### src/rtl/burst_addr_seq.sv
// Serial burst address sequencer: loads a start address and burst length serially,
// then emits one ADDR_W-bit address frame per beat. Define BURST_WRAP_MODE_EN for wrapping bursts.
module burst_addr_seq #(
   parameter int ADDR_W    = 8,
   parameter int LEN_W     = 4,
   parameter int WRAP_LOG2 = 2
) (
   input  logic       clk,
   input  logic       rst,
   input  logic       burst_en,
   input  logic [1:0] mode_sel,
   input  logic       burst_len_in,
   input  logic       addr_in,
   output logic       addr_sel,
   output logic       addr_ser_out,
   output logic       busy,
   output logic       done
);

   localparam int CNT_W = $clog2(ADDR_W);

   typedef enum logic [2:0] {IDLE, LOAD, SHIFT, NEXT, DONE} state_t;

   state_t            state;
   logic [1:0]        mode_r;
   logic [ADDR_W-1:0] addr_r;
   logic [LEN_W-1:0]  len_r;
   logic [LEN_W-1:0]  beats_r;
   logic [CNT_W-1:0]  bit_cnt;

   logic [ADDR_W-1:0] addr_ld, addr_inc, addr_nxt;
   logic [LEN_W-1:0]  len_ld, beats_ld;
   logic              last_bit, single_sel;

`ifdef BURST_WRAP_MODE_EN
   localparam logic [ADDR_W-1:0] WRAP_MASK = ADDR_W'((64'd1 << WRAP_LOG2) - 64'd1);
`endif

   always_comb begin
      addr_ld    = (addr_r << 1) | ADDR_W'(addr_in);
      // length only captures during the first LEN_W load cycles
      len_ld     = ({1'b0, bit_cnt} < (CNT_W+1)'(LEN_W)) ? ((len_r << 1) | LEN_W'(burst_len_in)) : len_r;
      single_sel = (mode_r == 2'b00) || (mode_r == 2'b11);
      beats_ld   = (single_sel || len_ld == '0) ? LEN_W'(1) : len_ld;
      addr_inc   = addr_r + ADDR_W'(1);
`ifdef BURST_WRAP_MODE_EN
      addr_nxt   = (mode_r == 2'b10) ? ((addr_r & ~WRAP_MASK) | (addr_inc & WRAP_MASK)) : addr_inc;
`else
      addr_nxt   = addr_inc;
`endif
      last_bit   = (bit_cnt == CNT_W'(ADDR_W-1));
   end

   always_ff @(posedge clk or posedge rst) begin
      if (rst) begin
         state        <= IDLE;
         mode_r       <= '0;
         addr_r       <= '0;
         len_r        <= '0;
         beats_r      <= '0;
         bit_cnt      <= '0;
         addr_sel     <= 1'b0;
         addr_ser_out <= 1'b0;
         busy         <= 1'b0;
         done         <= 1'b0;
      end else if (state != IDLE && !burst_en) begin
         // abort: drop everything, no done pulse
         state        <= IDLE;
         addr_r       <= '0;
         len_r        <= '0;
         beats_r      <= '0;
         bit_cnt      <= '0;
         addr_sel     <= 1'b0;
         addr_ser_out <= 1'b0;
         busy         <= 1'b0;
         done         <= 1'b0;
      end else begin
         case (state)
            IDLE: begin
               done <= 1'b0;
               if (burst_en) begin
                  mode_r  <= mode_sel;
                  bit_cnt <= '0;
                  busy    <= 1'b1;
                  state   <= LOAD;
               end
            end
            LOAD: begin
               addr_r <= addr_ld;
               len_r  <= len_ld;
               if (last_bit) begin
                  bit_cnt      <= '0;
                  beats_r      <= beats_ld;
                  addr_sel     <= 1'b1;
                  addr_ser_out <= addr_ld[ADDR_W-1];
                  state        <= SHIFT;
               end else begin
                  bit_cnt <= bit_cnt + CNT_W'(1);
               end
            end
            SHIFT: begin
               if (last_bit) begin
                  bit_cnt      <= '0;
                  addr_sel     <= 1'b0;
                  addr_ser_out <= 1'b0;
                  state        <= NEXT;
               end else begin
                  bit_cnt      <= bit_cnt + CNT_W'(1);
                  addr_ser_out <= addr_r[CNT_W'(ADDR_W-2) - bit_cnt];
               end
            end
            NEXT: begin
               addr_r  <= addr_nxt;
               beats_r <= beats_r - LEN_W'(1);
               if (beats_r > LEN_W'(1)) begin
                  addr_sel     <= 1'b1;
                  addr_ser_out <= addr_nxt[ADDR_W-1];
                  state        <= SHIFT;
               end else begin
                  done  <= 1'b1;
                  state <= DONE;
               end
            end
            DONE: begin
               done  <= 1'b0;
               busy  <= 1'b0;
               state <= IDLE;
            end
            default: state <= IDLE;
         endcase
      end
   end

endmodule

### config.mk
export PLATFORM = sky130hd
export DESIGN_NAME = burst_addr_seq
export DESIGN_NICKNAME = d
export VERILOG_FILES = /design/src/rtl/burst_addr_seq.sv
export SDC_FILE = /design/constraint.sdc
export NUM_CORES = 1
export LEC_CHECK = 0
export ABC_AREA = 1
export CORE_MARGIN = 10
export CORE_UTILIZATION = 48
export CTS_CLUSTER_SIZE = 12
export DETAILED_ROUTE_END_ITERATION = 6
export MAX_ROUTING_LAYER = met4
export PLACE_DENSITY = 0.67
export SYNTH_ARGS = -nofsm -noshare
export SYNTH_HDL_FRONTEND = slang
export SYNTH_SLANG_ARGS = --single-unit
### constraint.sdc
create_clock -name clk -period 1.8 [get_ports clk]
set_input_delay 0.36 -clock clk [delete_from_list [all_inputs] [get_ports clk]]
set_output_delay 0.36 -clock clk [all_outputs]
set_load 0.02 [all_outputs]
**After elaboration in Yosys (flattened, before gate mapping)**

Index checks and enable logic that the tools add are counted.
Widths: inputs -> output; s select.

- Output and inout bits: 4
- Word-level logic and storage cells: 92
- Memories: 0
- Register bits: 28
- Memory bits (read-only): 0
- RAM bits: 0
- Input port bits: 7
- Bits in latches: 0

- $add $sub $neg: 4
- Reduce and logical (&&, ||, !) cells: 24
- Bitwise logic cells: 3
- Shift operators: 0
- Divide/modulo/power cells: 0
- Muxes and demuxes: 37
- $mul: 0
- Equality and inequality tests: 11
- Magnitude comparators: 3

Operator list:

| cell | count |
|---|---|
| $mux 3 | 8 |
| $mux 4 | 6 |
| $pmux 8 s2 | 1 |
| $ne 3x3->1 const B | 5 |
| $reduce_bool 3->1 | 5 |
| $mux 1 | 13 |
| $pmux 3 s4 | 1 |
| $reduce_and 3->1 | 3 |
| $add 8x1->8 const B | 1 |
| $mux 8 | 1 |
| $or 8x1->8 | 1 |
| $pmux 4 s2 | 1 |
| $reduce_and 2->1 | 4 |
| $eq 3x2->1 const B | 2 |
| $eq 3x3->1 const B | 2 |
| $pmux 1 s3 | 2 |
| $pmux 3 s2 | 1 |
| $gt 4x1->1 const B | 1 |
| $logic_not 4->1 | 1 |
| $lt 3x4->1 const B | 1 |
| $or 4x1->4 | 1 |
| $pmux 1 s2 | 2 |
| $reduce_and 4->1 | 1 |
| $reduce_bool 4->1 | 1 |
| 15 further kinds | 17 |

**Longest topological paths before layout**

- Word-level depth: 8
- Gate-level depth with buffers: 10
- Mapped depth without buffers: 10

**Worst setup path before layout**

OpenSTA, ideal clock, no wires.

- Path kind: register to register
- From: register bit_cnt[0]
- To: register beats_r[1]
- Buffers on the path: 0
- Arrival time: 1.319 ns
- Period minus slack after synthesis: 1.441 ns
- Setup time: 0.122 ns
- Required time: 1.678 ns
- Cell stages (with the launch flop): 9
- Slack: 0.359 ns
- Path through: dfrtp_1 > ha_1 > ha_1 > inv_1 > nand2_1 > nor2_2 > nor2_2 > nand3_1 > o21ai_1

- Word-level cells in the longest chain between the ends: 8

Ends and longest elaborated chain:

| element | line | source |
|---|---|---|
| start, declared | 29 | `logic [CNT_W-1:0] bit_cnt;` |
| start signal, assigned | 98 | `bit_cnt <= bit_cnt + CNT_W'(1);` |
| start signal, assigned | 108 | `bit_cnt <= bit_cnt + CNT_W'(1);` |
| $lt 3x3->1 | 42 | `len_ld = ({1'b0, bit_cnt} < (CNT_W+1)'(LEN_W)) ? ((len_r << 1) \| LEN_W'(burst_len_in)) : len_r;` |
| $mux 4 | 42 |  |
| $logic_not 4->1 | 44 | `beats_ld = (single_sel \|\| len_ld == '0) ? LEN_W'(1) : len_ld;` |
| $logic_or 1x1->1 | 44 |  |
| $mux 4 | 44 |  |
| $mux 4 | 91 | `if (last_bit) begin` |
| $pmux 4 s2 | 78 | `case (state)` |
| $mux 4 | 66 | `end else if (state != IDLE && !burst_en) begin` |
| end signal, assigned | 93 | `beats_r <= beats_ld;` |
| end signal, assigned | 114 | `beats_r <= beats_r - LEN_W'(1);` |
| end, declared | 28 | `logic [LEN_W-1:0] beats_r;` |

Parallel ways exist; a longest one is shown, timed or not. The select of a mux whose other input is x is not followed.
A chain may end at the register's enable or synchronous reset.

**Worst setup path after layout**

- From: register done
- To: output done

RTL lines:

| element | line | source |
|---|---|---|
| start, declared | 17 | `output logic done` |
| start signal, assigned | 65 | `done <= 1'b0;` |
| start signal, assigned | 76 | `done <= 1'b0;` |
| start signal, assigned | 80 | `done <= 1'b0;` |

No word-level cell between the ends.

==> run summary <==
layout net count: 275
area grow syn2layout: 13.7%
mapped cell area: 0.00173 mm²
multiplexer share of the synthesized area: 0%
vias after detailed routing: 1592
Pre-antenna DRT Iters: 4
Yosys cell types: 23
Seq cells post-synth: 28
per-cell routed wire length: 12.2 µm
kind of critical path: reg2out
clock sinks: 28
Mapped Cells: 243
chip height: 80.0 µm
WL final: 3.75 mm
Syn. warnings: 0
Worst Skew: 0.0109 ns
Bufs on Longest Clock Path: 2
post-CTS setup buffers: 0
Mapped Nets: 256
Compound-Gate Fraction of Synth Area: 15.2%
fillcell total: 325
grt total ovfl: 0
post-synthesis adder-cell area fraction: 4.34%
status: complete, no violations
peak supply drop: 0.923 mV
final-report max-slew violation count: 0
layout cells sized above 1: 9.58%
final instance area: 0.00197 mm²
Leakage: 0.971 nW
RSZ-0062 raised after global routing: no
Core ar.: 0.00342 mm²
FP Rows: 21
Worst EP arrival: 1.37 ns
Slew @ Worst Pin: 0.382 ns
Max Freq: 579 MHz
htree depth: 1
XOR/XNOR Fraction of Synth Area: 1.52%
most frequent cells in the layout: nand2_1 (65), o21ai_0 (34), inv_1 (33), dfrtp_1 (28), nand3_1 (24)
largest net degree at the start of global routing: 29
Min Hold Slack: 0.382 ns
RD Place Congestion: 0.848
final setup margin: 0.0731 ns
relative slew slack: 74.2%
Critical-path top delay cell: clkdlybuf4s50_1
Pwr per Cell Area: 1590 mW/mm²
Worst setup SP type: register
Chip Width: 80.0 µm
Global Route Usage Sum: 13.1%
Final Hold Fails: 0
Residual DRC: 0
initial antenna violation count: 0
Worst setup EP type: output port
clock-pin slew on the worst setup and hold paths: 0.16 ns
Via density: 5.19
final setup violation count: 0
first-pass GRT wire length: 6.73 mm
Avg Inst Size Synth: 7.12 µm²
Tmin final: 1.73 ns
sequential cell area fraction in the yosys report: 40.5%
max incr delay on CP: 0.62 ns
CP bufs+invs: 1
Max-Cap Viols: 0
TritonCTS clock tree: built
commonest non-fill, non-tap cell in the layout: nand2_1
Final TNS setup: 0 ns
dpl cell area: 0.00192 mm²
DP Wirelength: 2.90 mm
crit path max fanout: 2
pre-CTS WS: 0.0912 ns
detailed router's first-iteration violation count: 140
port buffer count: 10
final worst-path cycle share: 95.9%
post-route ant nets: 0
diodes inserted: 0
Hold WC Path Type: in2async
# hold bufs at CTS: 0
vias in the first global route: 1501
Crit path max-delay family: buffers and inverters
Synth Area in Simple Gates: 29.4%
CTS Buf Count: 3
post-CTS sizing: 0
WP data required: 1.44 ns
initial core utilization: 50.6%
io pins: 11
worst-path cell chain: clkdlybuf4s50_1
largest family of logic cells by synthesized area: simple AND/OR/NAND/NOR gates
Clk Latency, worst-skew pair: 0.33 ns
Root Driver: clkbuf_4
die area: 0.00640 mm²
## report_power, final
part	switching [mW]	internal, mW
Clock	0.191	0.124
Sequential	0.230	0.865
Combinational	1.08	0.629
Total	1.50	1.62
## through the flow
stage | power [mW] | std cells | util (%)
after floorplan | 2.33 | 243 | -
after global placement | 2.80 | 303 | 56.3
after detailed placement | 2.79 | 303 | 56.3
after CTS | 3.11 | 307 | 57.4
after global routing | 3.46 | 307 | 57.5
final | 3.12 | 307 | 57.5
## metal layers
layer | vias to the layer above | routed length, µm | track usage (%)
met1 | 723 | 1870 | 17.2
li1 | 832 | - | -
met3 | 2 | 166 | 3.04
met2 | 35 | 1700 | 19.8
met5 | - | 0 | -
met4 | 0 | 24 | 3.17
## registers in the layout (all words and copies together), names as in the netlist
name / cells
busy: 1
bit_cnt: 3
state: 3
addr_r: 8
done: 1
len_r: 4
beats_r: 4
mode_r: 2
addr_ser_out: 1
addr_sel: 1
## Yosys cell counts
master | instances | area, µm²
nor2_2 | 3 | 18.8
o22ai_1 | 4 | 25.0
xnor2_1 | 1 | 8.76
buf_2 | 3 | 15.0
inv_2 | 3 | 11.3
o211ai_1 | 1 | 7.51
nand2_2 | 2 | 12.5
nor2_1 | 13 | 48.8
nand2_1 | 65 | 244
ha_1 | 6 | 75.1
o21ai_1 | 2 | 10.0
nor3_1 | 1 | 5.00
nor2_4 | 2 | 22.5
inv_1 | 33 | 124
xor2_1 | 2 | 17.5
a21oi_1 | 10 | 50.1
inv_4 | 1 | 6.26
dfrtp_1 | 28 | 701
o21ai_0 | 34 | 170
nand4_1 | 3 | 18.8
nand3_1 | 24 | 120
nand2_4 | 1 | 11.3
or2_2 | 1 | 6.26
## cell type report
type                            instances  area, µm²  area share [%]
Multi-Input combinational cell        175        877            44.6
Tap cell                               46       57.6            2.93
Inverter                               37        141            7.19
Timing Repair Buffer                   17        153            7.77
Sequential cell                        28        701            35.6
Clock buffer                            4       36.3            1.85
## kinds of logic after synthesis
family,after synthesis
buffers and inverters,40
AOI/OAI and AO/OA,51
and+or+nand+nor,115
DFF,28
xor gates and xnor gates,3
adders and majority gates,6
## worst paths after layout
path / from / to / slack (ns) / cells after the start
setup / recovery: done$_DFFE_PP0P_ / done / 0.07 / 1
hold / removal: rst / state[2]$_DFFE_PP0P_ / 0.38 / 3
setup reg to reg: bit_cnt[1]$_DFFE_PP0P_ / beats_r[1]$_DFFE_PP0P_ / 0.28 / 8
hold reg to reg: addr_ser_out$_DFFE_PP0P_ / addr_ser_out$_DFFE_PP0P_ / 0.50 / 2
max in group asynchronous: rst / addr_r[0]$_DFFE_PP0P_ / 1.14 / 3
min in group clk: addr_ser_out$_DFFE_PP0P_ / addr_ser_out$_DFFE_PP0P_ / 0.50 / 2
Power figures use the tool's default switching activity.
